<file path="src/rtl/latch_filter_pkg.sv">
// Shared constants and FSM state encoding for the latch output filter.
package latch_filter_pkg;

  localparam int unsigned DEF_SYNC_STAGES   = 2;
  localparam int unsigned DEF_STABLE_CYCLES = 4;
  localparam int unsigned DEF_CNT_W         = 8;
  localparam int unsigned RUN_W             = 8;

  typedef enum logic [1:0] {
    STABLE_LO = 2'd0,
    PEND_HI   = 2'd1,
    STABLE_HI = 2'd2,
    PEND_LO   = 2'd3
  } filt_state_e;

endpackage

</file>
<file path="src/rtl/sync_chain.sv">
// Multi-flop synchroniser bringing an asynchronous level into the clk domain.
module sync_chain #(
  parameter int unsigned SYNC_STAGES = 2
) (
  input  logic clk,
  input  logic reset,
  input  logic d,
  output logic q
);

  logic [SYNC_STAGES-1:0] stages;

  always_ff @(posedge clk or posedge reset) begin
    if (reset) stages <= '0;
    else       stages <= {stages[SYNC_STAGES-2:0], d};
  end

  assign q = stages[SYNC_STAGES-1];

endmodule

</file>
<file path="src/rtl/latch_out_filter.sv">
// Synchronises and debounces the d_latch output, emitting edge pulses and
// a saturating count of accepted level changes.
module latch_out_filter
  import latch_filter_pkg::*;
#(
  parameter int unsigned SYNC_STAGES   = DEF_SYNC_STAGES,
  parameter int unsigned STABLE_CYCLES = DEF_STABLE_CYCLES,
  parameter int unsigned CNT_W         = DEF_CNT_W
) (
  input  logic             clk,
  input  logic             reset,
  input  logic             d_in,
  input  logic             clr_cnt,
  output logic             q_sync,
  output logic             q_stable,
  output logic             rise_pulse,
  output logic             fall_pulse,
  output logic [CNT_W-1:0] toggle_cnt,
  output logic             cnt_sat
);

  localparam logic [RUN_W-1:0] RUN_LAST = RUN_W'(STABLE_CYCLES - 1);
  localparam logic [CNT_W-1:0] CNT_MAX  = {CNT_W{1'b1}};

  filt_state_e      state, state_nxt;
  logic [RUN_W-1:0] run_cnt, run_nxt;
  logic [CNT_W-1:0] cnt_nxt;
  logic             rise_nxt, fall_nxt;

  sync_chain #(.SYNC_STAGES(SYNC_STAGES)) u_sync (
    .clk   (clk),
    .reset (reset),
    .d     (d_in),
    .q     (q_sync)
  );

  always_ff @(posedge clk or posedge reset) begin
    if (reset) begin
      state      <= STABLE_LO;
      run_cnt    <= '0;
      q_stable   <= 1'b0;
      rise_pulse <= 1'b0;
      fall_pulse <= 1'b0;
      toggle_cnt <= '0;
      cnt_sat    <= 1'b0;
    end else begin
      state      <= state_nxt;
      run_cnt    <= run_nxt;
      q_stable   <= (state_nxt == STABLE_HI) || (state_nxt == PEND_LO);
      rise_pulse <= rise_nxt;
      fall_pulse <= fall_nxt;
      toggle_cnt <= cnt_nxt;
      cnt_sat    <= (cnt_nxt == CNT_MAX);
    end
  end

  // A new level is accepted only after STABLE_CYCLES consecutive matching samples.
  always_comb begin
    state_nxt = state;
    run_nxt   = run_cnt;
    rise_nxt  = 1'b0;
    fall_nxt  = 1'b0;
    cnt_nxt   = toggle_cnt;

    case (state)
      STABLE_LO: begin
        if (q_sync) begin
          state_nxt = PEND_HI;
          run_nxt   = RUN_W'(1);
        end else begin
          run_nxt   = '0;
        end
      end
      PEND_HI: begin
        if (!q_sync) begin
          state_nxt = STABLE_LO;
          run_nxt   = '0;
        end else if (run_cnt == RUN_LAST) begin
          state_nxt = STABLE_HI;
          run_nxt   = '0;
          rise_nxt  = 1'b1;
        end else begin
          run_nxt   = run_cnt + RUN_W'(1);
        end
      end
      STABLE_HI: begin
        if (!q_sync) begin
          state_nxt = PEND_LO;
          run_nxt   = RUN_W'(1);
        end else begin
          run_nxt   = '0;
        end
      end
      PEND_LO: begin
        if (q_sync) begin
          state_nxt = STABLE_HI;
          run_nxt   = '0;
        end else if (run_cnt == RUN_LAST) begin
          state_nxt = STABLE_LO;
          run_nxt   = '0;
          fall_nxt  = 1'b1;
        end else begin
          run_nxt   = run_cnt + RUN_W'(1);
        end
      end
      default: begin
        state_nxt = STABLE_LO;
        run_nxt   = '0;
      end
    endcase

    // Clear has priority over an increment on the same edge.
    if (clr_cnt) begin
      cnt_nxt = '0;
    end else if ((rise_nxt || fall_nxt) && (toggle_cnt != CNT_MAX)) begin
      cnt_nxt = toggle_cnt + CNT_W'(1);
    end
  end

endmodule

</file>
<file path="config.mk">
export PLATFORM = sky130hd
export DESIGN_NAME = latch_out_filter
export DESIGN_NICKNAME = d
export VERILOG_FILES = /design/src/rtl/latch_filter_pkg.sv /design/src/rtl/sync_chain.sv /design/src/rtl/latch_out_filter.sv
export SDC_FILE = /design/constraint.sdc
export NUM_CORES = 1
export LEC_CHECK = 0
export CAP_MARGIN = 0
export CORE_UTILIZATION = 55
export CTS_CLUSTER_DIAMETER = 50
export DETAILED_ROUTE_END_ITERATION = 6
export PLACE_DENSITY = 0.81
export SETUP_SLACK_MARGIN = 0.1
export SLEW_MARGIN = 20
export SYNTH_ARGS = -nofsm -noshare
export SYNTH_HDL_FRONTEND = slang
export SYNTH_HIERARCHICAL = 1
export SYNTH_SLANG_ARGS = --single-unit
</file>
<file path="constraint.sdc">
create_clock -name clk -period 3.8 [get_ports clk]
set_input_delay 0.38 -clock clk [delete_from_list [all_inputs] [get_ports clk]]
set_output_delay 0.38 -clock clk [all_outputs]
set_load 0.05 [all_outputs]
</file>
==> impl_table.tex, run 1 <==
\begin{tabular}{lr}
\hline
Metric & Value \\
\hline
\multicolumn{2}{l}{\textbf{Status}} \\
Result of the run & finished, final reports clean \\
\multicolumn{2}{l}{\textbf{Clock tree}} \\
Number of buffers on the longest clock path & 2 \\
Clock slew at reported path FFs & 0.11 ns \\
Number of buffers inserted during clock tree synthesis & 3 \\
Clock insertion delay at the later pin of the skew report & 0.31 ns \\
Root buffer selected by CTS & sky130\_fd\_sc\_hd\_\_clkbuf\_4 \\
Count of buffers added by post-CTS timing repair for setup & 0 \\
TritonCTS Sinks & 23 \\
\# H-tree levels & 1 \\
\# hold bufs at CTS & 0 \\
TritonCTS clock tree & yes \\
Total of cells resized after clock tree synthesis & 0 \\
\multicolumn{2}{l}{\textbf{Worst setup path}} \\
Reg-to-reg critical path endpoint & cnt\_sat\$\_DFF\_PP0\_ \\
Worst reg2reg path startpoint & run\_cnt[0]\$\_DFF\_PP0\_ \\
CP max FO & 11 \\
Kind of end point of the critical path & register \\
Crit path launch & run\_cnt[0]\$\_DFF\_PP0\_ \\
R2R setup slack & 1.51 ns \\
Required time of the critical path & 4.01 ns \\
Setup crit start kind & register \\
Termination of the worst setup path & cnt\_sat\$\_DFF\_PP0\_ \\
Arrival time of data at the critical path endpoint & 2.50 ns \\
Worst Reg-to-Reg Cells & 7 \\
Critical path class & register to register \\
\multicolumn{2}{l}{\textbf{Synth}} \\
FF+latch count, synth & 23 \\
Combined area of all synthesized cells & 0.001170 mm2 \\
Yosys warning total & 6 \\
Mean area per synthesized cell & 9.999 um2 \\
Sequential fraction of the synthesis area & 0.4920 \\
Number of distinct library cells after synthesis & 33 \\
Gate count after technology mapping & 117 \\
Net count of the mapped netlist & 123 \\
\multicolumn{2}{l}{\textbf{Floorplan}} \\
Placement row count & 16 \\
Top-level I/O count & 17 \\
Vertical die dimension & 48.12 um \\
Placeable core region & 0.001982 mm2 \\
Die width & 48.12 um \\
Starting utilization of the core area & 0.5903 \\
Total Die Area & 0.002316 mm2 \\
\multicolumn{2}{l}{\textbf{Detailed routing}} \\
Via total after detailed routing & 869 \\
Via density & 5.431 \\
Detailed-route DRC error count & 0 \\
Pre-Repair DR Iteration Count & 4 \\
Antenna Nets Post-Route & 0 \\
Wirelength, routed & 2018 um \\
Violation count after the first detailed-routing iteration & 14 \\
Average routed wire per standard cell & 12.61 um \\
\multicolumn{2}{l}{\textbf{Global route}} \\
Total congestion overflow after global routing & 0 \\
Met2 capacity usage during global routing & 0.3486 \\
Global Route met1 Usage & 0.2653 \\
GR peak layer & met2 \\
GRT Util Overall & 0.2208 \\
Pin count of the biggest net entering global routing & 22 \\
Met3 Usage GRT & 0.08519 \\
Wire length of the first global-routing pass & 3374 um \\
Number of global-route vias before repair & 782 \\
Antenna violations before repair & 0 \\
\multicolumn{2}{l}{\textbf{Placed design}} \\
Count of buffers inserted at the top-level ports & 16 \\
Post-placement worst setup slack & 1.524 ns \\
Dpl cells & 156 \\
Final HPWL DP & 1517 um \\
Routability congestion estimate & 0.9320 \\
\multicolumn{2}{l}{\textbf{Timing}} \\
Final number of max-transition violations & 0 \\
Worst Tran Pin Value & 0.7840 ns \\
Finish-stage setup viols & 0 \\
Final clock period utilization by the worst path & 0.6022 \\
Clock period minus worst slack & 2.288 ns \\
Worst-case headroom to the max-slew limit & 0.4767 \\
Highest clock rate & 437.0 MHz \\
Final setup slack of the worst path & 1.512 ns \\
Unrepaired setup endpoints after global routing & false \\
Sum of negative setup slack & 0 ns \\
Number of failing hold endpoints at the final stage & 0 \\
Worst clock skew & 0.0009376 ns \\
\multicolumn{2}{l}{\textbf{Layout}} \\
Number of standard cells in the final layout excluding fillers & 160 \\
Area grow syn2layout & 15.72\% \\
Share of final-layout standard cells stronger than drive strength 1 & 0.08271 \\
Antenna Cells & 0 \\
Commonest non-fill, non-tap cell in the layout & sky130\_fd\_sc\_hd\_\_dfrtp\_1 \\
Net count, final & 140 \\
Commonest non-fill, non-tap cells in the layout & sky130\_fd\_sc\_hd\_\_dfrtp\_1 (23), sky130\_fd\_sc\_hd\_\_nor2\_1 (20), sky130\_fd\_sc\_hd\_\_clkdlybuf4s50\_1 (16) \\
\multicolumn{2}{l}{\textbf{Job}} \\
Max cap viols & 0 \\
\multicolumn{2}{l}{\textbf{Power and ir drop}} \\
Static leakage & 0.5489 nW \\
Worst-case vdd ir drop & 0.2469 mV \\
Post-layout power & 0.5400 mW \\
Power density over cell area & 398.9 mW/mm2 \\
\multicolumn{2}{l}{\textbf{Worst hold path}} \\
Class of the worst hold path & input port to async pin \\
\hline
\end{tabular}
metal layers:
| layer | share of wire | up-vias |
|---|---|---|
| li1 | - | 428 |
| met1 | 0.41 | 408 |
| met2 | 0.51 | 26 |
| met3 | 0.059 | 7 |
| met4 | 0.020 | 0 |
| met5 | 0 | - |
synth_stat cells:
cell type,number,share of area
sky130_fd_sc_hd__and2b_2,1,0.0075
sky130_fd_sc_hd__dfrtp_1,23,0.49
sky130_fd_sc_hd__clkbuf_8,1,0.012
sky130_fd_sc_hd__and2_1,3,0.016
sky130_fd_sc_hd__a31oi_1,1,0.0054
sky130_fd_sc_hd__nand3b_1,1,0.0064
sky130_fd_sc_hd__nand3_1,8,0.034
sky130_fd_sc_hd__nand4_1,2,0.011
sky130_fd_sc_hd__xor2_1,6,0.045
sky130_fd_sc_hd__or2_2,1,0.0054
sky130_fd_sc_hd__clkbuf_4,1,0.0064
sky130_fd_sc_hd__xnor2_1,7,0.052
sky130_fd_sc_hd__nand2_1,9,0.029
sky130_fd_sc_hd__nand4b_4,1,0.020
sky130_fd_sc_hd__or4b_1,1,0.0086
sky130_fd_sc_hd__nand2b_1,2,0.011
sky130_fd_sc_hd__inv_1,4,0.013
sky130_fd_sc_hd__mux2_2,1,0.0096
sky130_fd_sc_hd__nor3b_1,2,0.013
sky130_fd_sc_hd__a211oi_1,2,0.013
sky130_fd_sc_hd__and3_1,1,0.0054
sky130_fd_sc_hd__buf_6,1,0.0096
sky130_fd_sc_hd__nor2_2,1,0.0054
sky130_fd_sc_hd__ha_1,2,0.021
sky130_fd_sc_hd__clkbuf_1,1,0.0032
sky130_fd_sc_hd__mux2i_1,1,0.0086
sky130_fd_sc_hd__or3_2,2,0.013
sky130_fd_sc_hd__a21oi_1,1,0.0043
sky130_fd_sc_hd__o21ai_0,5,0.021
sky130_fd_sc_hd__nor4_2,1,0.011
sky130_fd_sc_hd__nor2_1,20,0.064
sky130_fd_sc_hd__nor3_1,2,0.0086
sky130_fd_sc_hd__and4_1,2,0.015
worst max-delay path: stages, from the launching register on:
cell                       delay, ns
sky130_fd_sc_hd__dfrtp_1        0.40
sky130_fd_sc_hd__ha_1           0.21
sky130_fd_sc_hd__or4b_1         0.47
sky130_fd_sc_hd__nand4b_4       0.27
sky130_fd_sc_hd__nor3_1         0.29
sky130_fd_sc_hd__mux2i_1        0.27
sky130_fd_sc_hd__a211oi_1       0.07
sky130_fd_sc_hd__and4_1         0.20
worst min path at each step:
| stage | from | endpoint | slack, ns |
|---|---|---|---|
| final | reset | u_sync/stages[0]$_DFF_PP0_ | 0.23 |
| after global routing | reset | u_sync/stages[0]$_DFF_PP0_ | 0.24 |
| after CTS | reset | u_sync/stages[0]$_DFF_PP0_ | 0.21 |
| after detailed placement | u_sync/stages[0]$_DFF_PP0_ | u_sync/stages[1]$_DFF_PP0_ | 0.35 |
| after global placement | u_sync/stages[0]$_DFF_PP0_ | u_sync/stages[1]$_DFF_PP0_ | 0.33 |
| after floorplan | reset | u_sync/stages[0]$_DFF_PP0_ | 0.12 |
through the flow:
step | area (um2) | utilization | hold slack, ns
2_1_floorplan | 1170 | - | 0.1212
3_3_place_gp | 1328 | 0.6698 | 0.3343
3_5_place_dp | 1328 | 0.6698 | 0.3541
4_1_cts | 1354 | 0.6831 | 0.2147
5_1_grt | 1354 | 0.6831 | 0.2379
6_report | 1354 | 0.6831 | 0.2259
sequential cells by signal, indices dropped and copies added, names as in the netlist:
name           count
run_cnt            8
toggle_cnt         8
u_sync/stages      2
cnt_sat            1
fall_pulse         1
q_stable           1
rise_pulse         1
state              1
area by class of cell:
cell class / instances / area (um2)
clock buffers: 4 / 26.28
fillers: 155 / 628.1
inverters: 4 / 15.01
multi-input cells: 86 / 543.0
flip-flops and latches: 23 / 575.6
well taps: 27 / 33.78
repair buffers: 16 / 160.2
power by group:
| part | switching (mW) | internal [mW] | total [mW] |
|---|---|---|---|
| logic | 0.0800 | 0.0540 | 0.134 |
| registers | 0.0274 | 0.269 | 0.296 |
| clock network | 0.0685 | 0.0411 | 0.110 |
cells by family (layout without fill, tap and decap cells):
kind of cell               after synthesis  after routing  synth area share
muxes                                    2              2           0.01818
buffers and inverters                    8             24           0.04384
adders and majority gates                2              2           0.02139
DFF                                     23             23            0.4920
xor gates and xnor gates                13             13           0.09733
and+or+nand+nor                         60             60            0.2834
AOI/OAI and AO/OA                        9              9           0.04384
Power figures use the tool's default switching activity.
==> inputs of run 2 (changes only) <==
--- a/config.mk
+++ b/config.mk
@@ -6,10 +6,10 @@
 export NUM_CORES = 1
 export LEC_CHECK = 0
 export CAP_MARGIN = 0
-export CORE_UTILIZATION = 55
+export CORE_UTILIZATION = 52
 export CTS_CLUSTER_DIAMETER = 50
 export DETAILED_ROUTE_END_ITERATION = 6
-export PLACE_DENSITY = 0.81
+export PLACE_DENSITY = 0.77
 export SETUP_SLACK_MARGIN = 0.1
 export SLEW_MARGIN = 20
 export SYNTH_ARGS = -nofsm -noshare
==> constraint.sdc (replaced) <==
create_clock -name clk -period 2.2 [get_ports clk]
set_input_delay 0.22 -clock clk [delete_from_list [all_inputs] [get_ports clk]]
set_output_delay 0.22 -clock clk [all_outputs]
set_load 0.05 [all_outputs]
==> run 2 against run 1 <==
  * Final cell count is 6.9% higher
  * Sequential cell count did not move
  * First-iteration DRC count rose to 2.5 times the previous value
  * Via count increased by 7.2%
  * Count of clock-buffer cells in the layout unchanged
  * Register-to-register slack got worse by 1.5 ns
  * Utilization grew 5.5 points
  * Die area is 5.5% higher
  * Sequential power increased by 72%
  * Wire length rose by 21%
  * Largest power group unchanged
==> impl_table.tex, run 2 (synthesized netlist as in run 1, its figures left out) <==
\begin{tabular}{lr}
\hline
Metric & Value \\
\hline
\multicolumn{2}{l}{\textbf{Status}} \\
Result of the run & finished, final reports clean \\
\multicolumn{2}{l}{\textbf{Placed design}} \\
Count of buffers inserted at the top-level ports & 16 \\
Dpl cells & 162 \\
Final HPWL DP & 1634 um \\
Dpl cell area & 0.001395 mm2 \\
Routability congestion estimate & 0.8393 \\
\multicolumn{2}{l}{\textbf{Layout}} \\
Share of final-layout standard cells stronger than drive strength 1 & 0.2014 \\
Number of filler cells placed in the layout & 159 \\
Antenna Cells & 0 \\
Area taken by flip-flops and latches & 575.6 um2 \\
Fin area & 0.001506 mm2 \\
Net count, final & 151 \\
Number of standard cells in the final layout excluding fillers & 171 \\
Area grow syn2layout & 28.77\% \\
Commonest non-fill, non-tap cell in the layout & sky130\_fd\_sc\_hd\_\_dfrtp\_1 \\
Multi-input combinational cell area & 596.8 um2 \\
Commonest non-fill, non-tap cells in the layout & sky130\_fd\_sc\_hd\_\_dfrtp\_1 (23), sky130\_fd\_sc\_hd\_\_nor2\_1 (20), sky130\_fd\_sc\_hd\_\_clkdlybuf4s50\_1 (16) \\
Utilization after layout & 0.7377 \\
Leading registers by flop count & run\_cnt (8), toggle\_cnt (8), u\_sync/stages (2) \\
\multicolumn{2}{l}{\textbf{Clock tree}} \\
Clock insertion delay at the later pin of the skew report & 0.31 ns \\
\# H-tree levels & 1 \\
Root buffer selected by CTS & sky130\_fd\_sc\_hd\_\_clkbuf\_4 \\
Number of buffers inserted during clock tree synthesis & 3 \\
\# hold bufs at CTS & 0 \\
TritonCTS Sinks & 23 \\
Number of buffers on the longest clock path & 2 \\
TritonCTS clock tree & yes \\
Clock slew at reported path FFs & 0.13 ns \\
\multicolumn{2}{l}{\textbf{Worst setup path}} \\
Worst reg2reg path startpoint & run\_cnt[1]\$\_DFF\_PP0\_ \\
Worst Reg-to-Reg Cells & 7 \\
Arrival time of data at the critical path endpoint & 2.39 ns \\
Reg-to-reg critical path endpoint & cnt\_sat\$\_DFF\_PP0\_ \\
Required time of the critical path & 2.42 ns \\
CP max FO & 5 \\
Setup crit start kind & register \\
Kind of end point of the critical path & register \\
R2R setup slack & 0.03 ns \\
Critical path class & register to register \\
Crit path launch & run\_cnt[1]\$\_DFF\_PP0\_ \\
\multicolumn{2}{l}{\textbf{Timing}} \\
Number of failing hold endpoints at the final stage & 0 \\
Clock period minus worst slack & 2.171 ns \\
Highest clock rate & 460.6 MHz \\
Worst Tran Pin Value & 0.5010 ns \\
Finish-stage setup viols & 0 \\
Worst-case headroom to the max-slew limit & 0.6649 \\
Unrepaired setup endpoints after global routing & true \\
Final clock period utilization by the worst path & 0.9868 \\
Final number of max-transition violations & 0 \\
Worst clock skew & 0.002022 ns \\
\multicolumn{2}{l}{\textbf{Detailed routing}} \\
Via density & 5.450 \\
Wirelength, routed & 2440 um \\
Antenna Nets Post-Route & 0 \\
Average routed wire per standard cell & 14.27 um \\
Via total after detailed routing & 932 \\
Violation count after the first detailed-routing iteration & 35 \\
Pre-Repair DR Iteration Count & 4 \\
Detailed-route DRC error count & 0 \\
\multicolumn{2}{l}{\textbf{Power and ir drop}} \\
Power density over cell area & 684.5 mW/mm2 \\
Worst-case vdd ir drop & 0.6849 mV \\
Post-layout power & 1.031 mW \\
Static leakage & 0.6370 nW \\
\multicolumn{2}{l}{\textbf{Floorplan}} \\
Total Die Area & 0.002443 mm2 \\
Placeable core region & 0.002042 mm2 \\
Starting utilization of the core area & 0.5729 \\
Top-level I/O count & 17 \\
Vertical die dimension & 49.43 um \\
Placement row count & 16 \\
Die width & 49.43 um \\
\multicolumn{2}{l}{\textbf{Global route}} \\
Number of global-route vias before repair & 908 \\
GRT Util Overall & 0.2267 \\
Wire length of the first global-routing pass & 4112 um \\
Total congestion overflow after global routing & 0 \\
Antenna violations before repair & 0 \\
Pin count of the biggest net entering global routing & 19 \\
\multicolumn{2}{l}{\textbf{Job}} \\
Max cap viols & 0 \\
\multicolumn{2}{l}{\textbf{Worst hold path}} \\
Class of the worst hold path & input port to async pin \\
\hline
\end{tabular}
==> run 2: cell types whose count changed in the layout (fill, tap and decap cells not counted), sizes merged <==
cell	before	now
buf	0	11
==> run 2: through the flow <==
step | hold WS (ns) | setup TNS [ns] | setup slack (ns)
final | 0.06616 | 0 | 0.02897
after floorplan | -0.03882 | 0 | 0.1355
after global placement | 0.3432 | 0 | 0.1116
after CTS | 0.05943 | 0 | 0.08890
after global routing | 0.07400 | -0.1020 | -0.06264
after detailed placement | 0.3388 | -0.03511 | -0.03511
==> run 2: routing by layer <==
metal | global-route usage | up-vias | routed length, um
li1 | - | 448 | -
met1 | 0.3047 | 441 | 1082
met2 | 0.3607 | 37 | 1190
met3 | 0.04050 | 6 | 125
met4 | 0.09524 | 0 | 40
met5 | 0 | - | 0
==> run 2: power breakdown <==
group	switching [mW]	leakage (nW)	internal, mW	total [mW]
clock network	0.132	0.0150	0.0709	0.203
logic	0.165	0.311	0.154	0.319
registers	0.0441	0.311	0.465	0.509
==> run 2: what timing repair did <==
action	in CTS	in global routing
pin swaps	4	8
gates resized for setup	3	8
buffers inserted	3	2
endpoints found under the setup margin	2	7
==> run 2: critical path, stage by stage (launching register included) <==
cell	delay, ns
sky130_fd_sc_hd__dfrtp_1	0.38
sky130_fd_sc_hd__ha_2	0.18
sky130_fd_sc_hd__or4b_4	0.46
sky130_fd_sc_hd__nand4b_4	0.27
sky130_fd_sc_hd__nor4_4	0.35
sky130_fd_sc_hd__xnor2_1	0.18
sky130_fd_sc_hd__nor2_2	0.06
sky130_fd_sc_hd__and4_1	0.20
==> run 2: final cells by class <==
type                       count  share of cell area
tap                           27             0.02243
inverter                       4            0.009967
sequential                    23              0.3821
clock buffer                   4             0.01744
multi-input combinational     86              0.3962
timing repair buffer          27              0.1719
==> run 2: worst max-delay path by stage <==
stage	to	slack (ns)	cells past startpoint
finish	cnt_sat$_DFF_PP0_	0.03	7
global route	cnt_sat$_DFF_PP0_	-0.06	8
floorplan	cnt_sat$_DFF_PP0_	0.14	8
global placement	cnt_sat$_DFF_PP0_	0.11	7
detailed placement	cnt_sat$_DFF_PP0_	-0.04	7
CTS	cnt_sat$_DFF_PP0_	0.09	8
==> inputs of run 3 (changes only) <==
--- a/config.mk
+++ b/config.mk
@@ -6,9 +6,11 @@
 export NUM_CORES = 1
 export LEC_CHECK = 0
 export CAP_MARGIN = 0
+export CORE_MARGIN = 4
 export CORE_UTILIZATION = 52
 export CTS_CLUSTER_DIAMETER = 50
 export DETAILED_ROUTE_END_ITERATION = 6
+export GPL_ROUTABILITY_DRIVEN = 0
 export PLACE_DENSITY = 0.77
 export SETUP_SLACK_MARGIN = 0.1
 export SLEW_MARGIN = 20
==> run 3 against run 2 <==
  * Global-route usage down 6.1 points
  * Clock power is essentially flat
  * Die area increased by 26%
  * Final area decreased by 1.2%
  * Non-clock buffer count did not move
  * Register-to-register slack improved by 0.03 ns
  * Worst setup slack better by 0.033 ns
  * Utilization decreased by 0.92 points
  * Final cell count stayed put
  * Critical path type unchanged
==> impl_table.tex, run 3 (synthesized netlist as in run 1, its figures left out) <==
\begin{tabular}{lr}
\hline
Metric & Value \\
\hline
\multicolumn{2}{l}{\textbf{Timing}} \\
Final number of max-transition violations & 0 \\
Unrepaired setup endpoints after global routing & true \\
Number of failing hold endpoints at the final stage & 0 \\
Final clock period utilization by the worst path & 0.9718 \\
Highest clock rate & 467.7 MHz \\
Clock period minus worst slack & 2.138 ns \\
Worst Tran Pin Value & 0.7826 ns \\
Worst clock skew & 0.009588 ns \\
Worst-case headroom to the max-slew limit & 0.4777 \\
Finish-stage setup viols & 0 \\
\multicolumn{2}{l}{\textbf{Layout}} \\
Fin area & 0.001488 mm2 \\
Commonest non-fill, non-tap cell in the layout & sky130\_fd\_sc\_hd\_\_dfrtp\_1 \\
Net count, final & 151 \\
Area grow syn2layout & 27.17\% \\
Number of filler cells placed in the layout & 161 \\
Multi-input combinational cell area & 580.6 um2 \\
Share of final-layout standard cells stronger than drive strength 1 & 0.2014 \\
Area taken by flip-flops and latches & 575.6 um2 \\
Commonest non-fill, non-tap cells in the layout & sky130\_fd\_sc\_hd\_\_dfrtp\_1 (23), sky130\_fd\_sc\_hd\_\_nor2\_1 (20), sky130\_fd\_sc\_hd\_\_clkdlybuf4s50\_1 (16) \\
Antenna Cells & 0 \\
Leading registers by flop count & run\_cnt (8), toggle\_cnt (8), u\_sync/stages (2) \\
\multicolumn{2}{l}{\textbf{Worst setup path}} \\
Setup crit start kind & register \\
Reg-to-reg critical path endpoint & cnt\_sat\$\_DFF\_PP0\_ \\
Worst reg2reg path startpoint & run\_cnt[1]\$\_DFF\_PP0\_ \\
Kind of end point of the critical path & register \\
R2R setup slack & 0.06 ns \\
Arrival time of data at the critical path endpoint & 2.36 ns \\
Required time of the critical path & 2.42 ns \\
CP max FO & 5 \\
Critical path class & register to register \\
Worst Reg-to-Reg Cells & 7 \\
\multicolumn{2}{l}{\textbf{Global route}} \\
Wire length of the first global-routing pass & 4105 um \\
GRT Util Overall & 0.1656 \\
Met2 capacity usage during global routing & 0.2669 \\
Number of global-route vias before repair & 947 \\
Antenna violations before repair & 0 \\
Met3 Usage GRT & 0.03263 \\
Total congestion overflow after global routing & 0 \\
Global Route met1 Usage & 0.2185 \\
Pin count of the biggest net entering global routing & 22 \\
GR peak layer & met2 \\
\multicolumn{2}{l}{\textbf{Worst hold path}} \\
Class of the worst hold path & input port to async pin \\
\multicolumn{2}{l}{\textbf{Power and ir drop}} \\
Worst-case vdd ir drop & 0.6522 mV \\
Static leakage & 0.6208 nW \\
Post-layout power & 1.045 mW \\
Power density over cell area & 702.7 mW/mm2 \\
\multicolumn{2}{l}{\textbf{Detailed routing}} \\
Via density & 5.485 \\
Via total after detailed routing & 938 \\
Pre-Repair DR Iteration Count & 4 \\
Antenna Nets Post-Route & 0 \\
Violation count after the first detailed-routing iteration & 18 \\
Detailed-route DRC error count & 0 \\
Wirelength, routed & 2391 um \\
Average routed wire per standard cell & 13.98 um \\
\multicolumn{2}{l}{\textbf{Placed design}} \\
Count of buffers inserted at the top-level ports & 16 \\
Dpl cell area & 0.001388 mm2 \\
Final HPWL DP & 1569 um \\
\multicolumn{2}{l}{\textbf{Floorplan}} \\
Top-level I/O count & 17 \\
Vertical die dimension & 55.43 um \\
Die width & 55.43 um \\
Total Die Area & 0.003072 mm2 \\
Placeable core region & 0.002042 mm2 \\
Placement row count & 16 \\
Starting utilization of the core area & 0.5729 \\
\multicolumn{2}{l}{\textbf{Clock tree}} \\
TritonCTS Sinks & 23 \\
Clock slew at reported path FFs & 0.13 ns \\
\# H-tree levels & 1 \\
Clock insertion delay at the later pin of the skew report & 0.32 ns \\
TritonCTS clock tree & yes \\
Number of buffers inserted during clock tree synthesis & 3 \\
Number of buffers on the longest clock path & 2 \\
Root buffer selected by CTS & sky130\_fd\_sc\_hd\_\_clkbuf\_4 \\
\multicolumn{2}{l}{\textbf{Job}} \\
Max cap viols & 0 \\
\multicolumn{2}{l}{\textbf{Status}} \\
Result of the run & finished, final reports clean \\
\hline
\end{tabular}
run 3: what timing repair did:
action,in CTS,in global routing
hold buffers,0,0
pin swaps,3,5
endpoints found under the setup margin,2,7
gates resized for setup,3,4
buffers inserted,4,2
run 3: per-layer routing:
metal | wire length, um | vias up
met4 | 40 | 0
li1 | - | 447
met2 | 1118 | 27
met5 | 0 | -
met1 | 1147 | 459
met3 | 85 | 5
run 3: worst max-delay path by stage:
stage / startpoint / endpoint / slack (ns) / depth (start not counted)
global placement: run_cnt[1]$_DFF_PP0_ / cnt_sat$_DFF_PP0_ / 0.11 / 7
global route: run_cnt[1]$_DFF_PP0_ / cnt_sat$_DFF_PP0_ / -0.04 / 7
finish: run_cnt[1]$_DFF_PP0_ / cnt_sat$_DFF_PP0_ / 0.06 / 7
CTS: run_cnt[0]$_DFF_PP0_ / cnt_sat$_DFF_PP0_ / 0.1 / 8
detailed placement: run_cnt[1]$_DFF_PP0_ / cnt_sat$_DFF_PP0_ / 0.04 / 7
floorplan: run_cnt[0]$_DFF_PP0_ / cnt_sat$_DFF_PP0_ / 0.14 / 8
run 3: layout make-up:
class / count / area share
Clock buffer: 3 / 0.01514
Clock inverter: 1 / 0.003364
Timing Repair Buffer: 27 / 0.1716
Multi-Input combinational cell: 86 / 0.3902
Sequential cell: 23 / 0.3869
Tap cell: 27 / 0.02271
Inverter: 4 / 0.01009
run 3: where the power goes:
part / leakage [nW] / switching [mW] / internal [mW]
Combinational: 0.292 / 0.174 / 0.160
Clock: 0.0177 / 0.132 / 0.0682
Sequential: 0.311 / 0.0462 / 0.465
Total: 0.621 / 0.352 / 0.693
run 3: critical path, stage by stage, from the launching register on:
cell and delay, ns:
sky130_fd_sc_hd__dfrtp_1 0.38, sky130_fd_sc_hd__ha_2 0.18, sky130_fd_sc_hd__or4b_4 0.46, sky130_fd_sc_hd__nand4b_4 0.24, sky130_fd_sc_hd__nor4_2 0.35, sky130_fd_sc_hd__xnor2_1 0.17, sky130_fd_sc_hd__nor2_2 0.05, sky130_fd_sc_hd__and4_1 0.20
run 3: metrics by stage:
stage,instances,hold slack [ns],setup TNS [ns],util,setup slack (ns)
5_1_grt,171,0.04603,-0.03662,0.7286,-0.03662
6_report,171,0.04825,0,0.7286,0.06207
2_1_floorplan,117,-0.03882,0,-,0.1355
3_3_place_gp,161,0.3431,0,0.6795,0.1129
4_1_cts,169,0.04174,0,0.7120,0.09727
3_5_place_dp,161,0.3364,0,0.6795,0.03944
